File: config.mk
export PLATFORM = sky130hd
export DESIGN_NAME = mic1_reg_bank_flat
export DESIGN_NICKNAME = d
export VERILOG_FILES = /design/src/rtl/mic1_pkg.sv /design/src/rtl/mic1_reg_bank_if.sv /design/src/rtl/mic1_reg_copy_fsm.sv /design/src/rtl/mic1_reg_bank.sv /design/src/flat_wrapper.sv
export SDC_FILE = /design/constraint.sdc
export NUM_CORES = 2
export LEC_CHECK = 0
export CAP_MARGIN = 15
export CELL_PAD_IN_SITES_DETAIL_PLACEMENT = 1
export CELL_PAD_IN_SITES_GLOBAL_PLACEMENT = 1
export CORE_MARGIN = 2
export CORE_UTILIZATION = 45
export DETAILED_ROUTE_END_ITERATION = 7
export PLACE_DENSITY_LB_ADDON = 0.1
export SYNTH_ARGS = -nofsm -noshare
export SYNTH_HDL_FRONTEND = slang
export SYNTH_SLANG_ARGS = --single-unit
export TNS_END_PERCENT = 100
File: constraint.sdc
create_clock -name clock -period 4.41 [get_ports clock]
set_input_delay 0.441 -clock clock [delete_from_list [all_inputs] [get_ports clock]]
set_output_delay 0.441 -clock clock [all_outputs]
set_load 0.01 [all_outputs]
File: src/rtl/mic1_pkg.sv
// mic1_pkg: shared types and constants for the MIC-1 register bank
package mic1_pkg;
    localparam int MIC1_WORD_W = 32;
    typedef enum logic [1:0] {IDLE, SAVE, RESTORE} rb_state_t;
    localparam int MAR = 0;
    localparam int MDR = 1;
    localparam int PC  = 2;
    localparam int MBR = 3;
    localparam int SP  = 4;
    localparam int LV  = 5;
    localparam int CPP = 6;
    localparam int TOS = 7;
    localparam int OPC = 8;
    localparam int H   = 9;
endpackage

File: src/rtl/mic1_reg_bank_if.sv
// mic1_reg_bank_if: C-bus, B-bus, flat view and save/restore handshake of the register bank
interface mic1_reg_bank_if #(
    parameter int WIDTH = 32,
    parameter int NREGS = 16
);
    localparam int SEL_W = $clog2(NREGS);
    logic [WIDTH-1:0]       c_bus;
    logic [NREGS-1:0]       wr_mask;
    logic [SEL_W-1:0]       b_sel;
    logic                   b_en;
    logic [WIDTH-1:0]       b_bus;
    logic [NREGS*WIDTH-1:0] all_regs;
    logic                   save_req;
    logic                   restore_req;
    logic                   busy;
    logic                   done;
    modport master (
        output c_bus, wr_mask, b_sel, b_en, save_req, restore_req,
        input  b_bus, all_regs, busy, done
    );
    modport slave (
        input  c_bus, wr_mask, b_sel, b_en, save_req, restore_req,
        output b_bus, all_regs, busy, done
    );
endinterface

File: src/rtl/mic1_reg_copy_fsm.sv
// mic1_reg_copy_fsm: sequences one-register-per-cycle copies between live and shadow banks
module mic1_reg_copy_fsm
    import mic1_pkg::*;
#(
    parameter int NREGS = 16,
    localparam int SEL_W = $clog2(NREGS)
) (
    input  logic             clock,
    input  logic             reset,
    input  logic             saveReq,
    input  logic             restoreReq,
    output logic             busy,
    output logic             done,
    output logic [SEL_W-1:0] idx,
    output logic             saveStb,
    output logic             restoreStb
);
    rb_state_t        state, stateNext;
    logic [SEL_W-1:0] idxNext;
    logic             doneNext, last;

    // state, copy index and completion pulse registers
    always_ff @(posedge clock) begin
        if (reset) begin
            state <= IDLE;
            idx   <= '0;
            done  <= 1'b0;
        end else begin
            state <= stateNext;
            idx   <= idxNext;
            done  <= doneNext;
        end
    end

    // save has priority over restore; a copy ends after the last index
    always_comb begin
        last      = idx == SEL_W'(NREGS - 1);
        stateNext = state == IDLE ? (saveReq ? SAVE : restoreReq ? RESTORE : IDLE)
                                  : (last ? IDLE : state);
        idxNext   = (state != IDLE && !last) ? idx + 1'b1 : '0;
        doneNext  = state != IDLE && last;
    end

    // copy strobes follow the current state
    always_comb begin
        busy       = state != IDLE;
        saveStb    = state == SAVE;
        restoreStb = state == RESTORE;
    end
endmodule

File: src/rtl/mic1_reg_bank.sv
// mic1_reg_bank: NREGS x WIDTH register bank with masked C-bus writes, B-bus read and shadow save/restore
// Optional MIC1_REG_BANK_TRISTATE_EN: b_bus floats instead of driving 0 when not selected
module mic1_reg_bank
    import mic1_pkg::*;
#(
    parameter int WIDTH = MIC1_WORD_W,
    parameter int NREGS = 16,
    parameter logic [WIDTH-1:0] RESET_VALUE = '0,
    localparam int SEL_W = $clog2(NREGS)
) (
    input logic            clock,
    input logic            reset,
    mic1_reg_bank_if.slave bus
);
    logic [WIDTH-1:0] regs   [NREGS];
    logic [WIDTH-1:0] shadow [NREGS];
    logic [SEL_W-1:0] idx;
    logic             busy, saveStb, restoreStb, bHit;

    mic1_reg_copy_fsm #(.NREGS(NREGS)) copyFsm (
        .clock      (clock),
        .reset      (reset),
        .saveReq    (bus.save_req),
        .restoreReq (bus.restore_req),
        .busy       (busy),
        .done       (bus.done),
        .idx        (idx),
        .saveStb    (saveStb),
        .restoreStb (restoreStb)
    );

    // C-bus writes only while idle; copies move one register per cycle
    always_ff @(posedge clock) begin
        if (reset) begin
            for (int i = 0; i < NREGS; i++) begin
                regs[i]   <= RESET_VALUE;
                shadow[i] <= '0;
            end
        end else begin
            for (int i = 0; i < NREGS; i++)
                if (!busy && bus.wr_mask[i]) regs[i] <= bus.c_bus;
            if (restoreStb) regs[idx] <= shadow[idx];
            if (saveStb) shadow[idx] <= regs[idx];
        end
    end

    assign bus.busy = busy;
    assign bHit     = bus.b_en && (32'(bus.b_sel) < NREGS);

`ifdef MIC1_REG_BANK_TRISTATE_EN
    assign bus.b_bus = bHit ? regs[bus.b_sel] : 'z;
`else
    assign bus.b_bus = bHit ? regs[bus.b_sel] : '0;
`endif

    for (genvar g = 0; g < NREGS; g++) begin : gFlat
        assign bus.all_regs[g*WIDTH +: WIDTH] = regs[g];
    end
endmodule
File: src/flat_wrapper.sv
// flat-port wrapper written by rule: the top's interface ports become plain ports
module mic1_reg_bank_flat import mic1_pkg::*;
#(
    parameter int WIDTH = MIC1_WORD_W,
    parameter int NREGS = 16,
    parameter logic [WIDTH-1:0] RESET_VALUE = '0,
    localparam int SEL_W = $clog2(NREGS)
)
  (clock, reset, bus_c_bus, bus_wr_mask, bus_b_sel, bus_b_en, bus_save_req, bus_restore_req, bus_b_bus, bus_all_regs, bus_busy, bus_done);
  mic1_reg_bank_if #(.WIDTH(WIDTH), .NREGS(NREGS)) bus_i ();
  input logic clock;
  input logic reset;
  input wire logic [$bits(bus_i.c_bus)-1:0] bus_c_bus;
  input wire logic [$bits(bus_i.wr_mask)-1:0] bus_wr_mask;
  input wire logic [$bits(bus_i.b_sel)-1:0] bus_b_sel;
  input wire logic [$bits(bus_i.b_en)-1:0] bus_b_en;
  input wire logic [$bits(bus_i.save_req)-1:0] bus_save_req;
  input wire logic [$bits(bus_i.restore_req)-1:0] bus_restore_req;
  output wire logic [$bits(bus_i.b_bus)-1:0] bus_b_bus;
  output wire logic [$bits(bus_i.all_regs)-1:0] bus_all_regs;
  output wire logic [$bits(bus_i.busy)-1:0] bus_busy;
  output wire logic [$bits(bus_i.done)-1:0] bus_done;
  assign bus_i.c_bus = bus_c_bus;
  assign bus_i.wr_mask = bus_wr_mask;
  assign bus_i.b_sel = bus_b_sel;
  assign bus_i.b_en = bus_b_en;
  assign bus_i.save_req = bus_save_req;
  assign bus_i.restore_req = bus_restore_req;
  assign bus_b_bus = bus_i.b_bus;
  assign bus_all_regs = bus_i.all_regs;
  assign bus_busy = bus_i.busy;
  assign bus_done = bus_i.done;
  mic1_reg_bank #(.WIDTH(WIDTH), .NREGS(NREGS), .RESET_VALUE(RESET_VALUE)) u_core (.clock(clock), .reset(reset), .bus(bus_i));
endmodule
==> out/metrics.csv <==
metric;value;unit
period utilization;83.7;%
top-count cell post-synth;edfxtp_1;
CP max stage cell;mux2i_1;
RePlAce Congestion;0.898;
crit path buf inv count;1;
post-synthesis compound-gate area fraction;6.48;%
Placeable Area;112000;um2
Crit path max-delay family;multiplexers;
wire per inst;41.5;um
CP Capture Type;primary output;
initial antenna violation count;11;
vias in the first global route;36600;
vias per cell;6.90;
synth cell count leaders;edfxtp_1, and3_1, mux4_2;
Final #Nets;3638;
CP Max Fanout;3;
Die ar.;116000;um2
Die Span Y;341;um
most area-consuming cells after synthesis;edfxtp_1, mux4_2, and3_1;
Most used DFF post-synth;edfxtp_1;
Syn Inst Count;3047;
Filler cells;10200;
met3 GRT Util;9.89;%
DRT Pass-1 Iters;6;
Synthesis Warnings;0;
via count;35700;
CP max stage delay;620;ps
Final Max Tran Viols;0;
EDFF count, synth;1024;
Starting Density;45.4;%
share of cells above drive strength 1;26.1;%
clock latency on the worst-skew pair;710;ps
GRT busiest layer;met2;
DRC;0;
Simple-Gate Fraction of Synth Area;7.62;%
total track usage;36.4;%
final setup vio count;0;
Cell Pwr Density;420;nW/um2
worst-path cell chain;mux4_2 > mux2i_1 > o22ai_1 > clkdlybuf4s50_1;
TNS Setup;0;ps
pin slew with the least headroom to its limit;1320;ps
routing usage on met2;57.3;%
VDD IR max;0.372;mV
max-cap violations;0;
unrepaired setup endpoints after global routing;false;
fin crit period;3690;ps
CTS tree;built;
Synth Area in Adders;0.0981;%
GRT met1 Usage;44.9;%
CTS Buffer Depth;3;
mux share of post-synthesis cell area;22.2;%
final-report hold violation count;0;
area of the multi-input gates;18800;um2
syn nets;3108;
critical path class;reg -> out;
wirelength, routed;215000;um
CTS Buf Count;111;
sequential area share after synthesis;60.5;%
postcts setup bufs;0;
CTS Hold Bufs;0;
CTS resizes;0;
Root Driver;clkbuf_16;
CTS sink count;1031;
worst slack, placed;950;ps
Synth Area in XOR/XNOR;0.0343;%
number of DRC markers in iteration 0;4793;
port buffer count;602;
htree depth;3;
Synth cell types;37;
grt ovf;0;
Setup WS post-layout;718;ps
Critical Path Source Type;flip-flop;
status;finished clean;
Synth area leader;edfxtp_1;
Clk pin slew, worst setup/hold paths;70;ps
I/O pin cnt;603;
detailed placement HPWL;142000;um
first-pass GRT wire length;294000;um
largest family of logic cells by synthesized area;multiplexers;
pin count of the biggest net entering global routing;135;
Mapped Area;51000;um2
worst rel slew slack;11.9;%
Hold Crit Class;in -> reg;
Die W;341;um
area delta synth->final;23.1;%
leakage power;0.0241;uW
ys async rst share;0;%
Worst Path Arrival;3250;ps
Sequential Area;30900;um2
Mean Syn Cell Area;16.8;um2
post-synth top area share;60.2;%
Antenna Nets Post-Route;0;
Clock Skews;33.3;ps
Seq cells post-synth;1031;
std cell rows;123;
critical path required time;3970;ps
Fmax achieved;0.271;GHz
==> logic make-up after synthesis <==
logic type,after synthesis
flops,1031
mux,633
simple gates,633
compound gates,390
buf+inv,354
fa+ha+maj,4
xor+xnor,2
==> cells in the final DEF (no fill, tap or decap), types with 12 or more instances in the layout <==
master,n
edfxtp_1,1024
clkdlybuf4s50_1,598
and3_1,520
mux4_2,373
a22o_1,327
mux2_2,192
buf_4,150
clkbuf_16,116
mux2i_1,64
clkinv_2,29
o22ai_1,25
clkinv_1,22
bufinv_16,18
nor2b_1,16
a21o_1,16
buf_12,16
nor2b_2,14
clkbuf_1,13
and2_1,12
==> stage by stage <==
| stage | cells | total power [uW] | area, um2 | util [%] | hold WS, ps |
|---|---|---|---|---|---|
| floorplan | 3047 | 14000 | 51000 | - | 505 |
| global placement | 4963 | 16500 | 59000 | 52.4 | 486 |
| finish | 5177 | 26400 | 62800 | 55.9 | 252 |
| CTS | 5172 | 26300 | 62800 | 55.8 | 205 |
| detailed placement | 4964 | 16600 | 59000 | 52.5 | 505 |
| global route | 5172 | 26900 | 62800 | 55.8 | 243 |
==> where the power goes <==
part	internal, uW	leakage (uW)	total [uW]	switching (uW)
Clock	5820	0.00187	9940	4110
Combinational	1870	0.0114	4160	2290
Sequential	11500	0.0108	12300	781
==> worst reg2reg max path, cell delays in order, from the launching register on <==
cell and delay, ps:
dfxtp_4 410, buf_12 710, buf_4 820, mux4_2 710, and3_1 230
==> final cells by class <==
type / count / area share, %
well taps: 1500 / 2.99
flip-flops and latches: 1031 / 49.2
clock buffers: 129 / 4.70
diodes: 5 / 0.0199
repair buffers: 767 / 11.9
clock inverters: 79 / 1.36
inverters: 4 / 0.0239
multi-input cells: 1662 / 29.8
==> worst paths after layout <==
path / end / slack [ps] / depth (start not counted) / from
max: bus_b_bus[27] / 720 / 4 / u_core.regs[14][27]
min: u_core.copyFsm.idx[2] / 250 / 2 / reset
max reg2reg: u_core.shadow[4][21] / 1290 / 4 / u_core.copyFsm.idx[0]
min reg2reg: u_core.copyFsm.idx[0] / 510 / 1 / u_core.copyFsm.idx[0]
==> registers in the layout, summed over array words and instances, names as in the netlist <==
signal and cells:
u_core.copyFsm.done 1, u_core.copyFsm.state 2, u_core.regs 512, u_core.shadow 512, u_core.copyFsm.idx 4
==> layer usage <==
layer  share of wire (%)  routed length (um)
met1                  34               74000
met2                  47              101000
met3                  12               24900
met4                 7.0               15000
met5               0.025                  53
No activity file was read; power rests on OpenSTA's default activity.
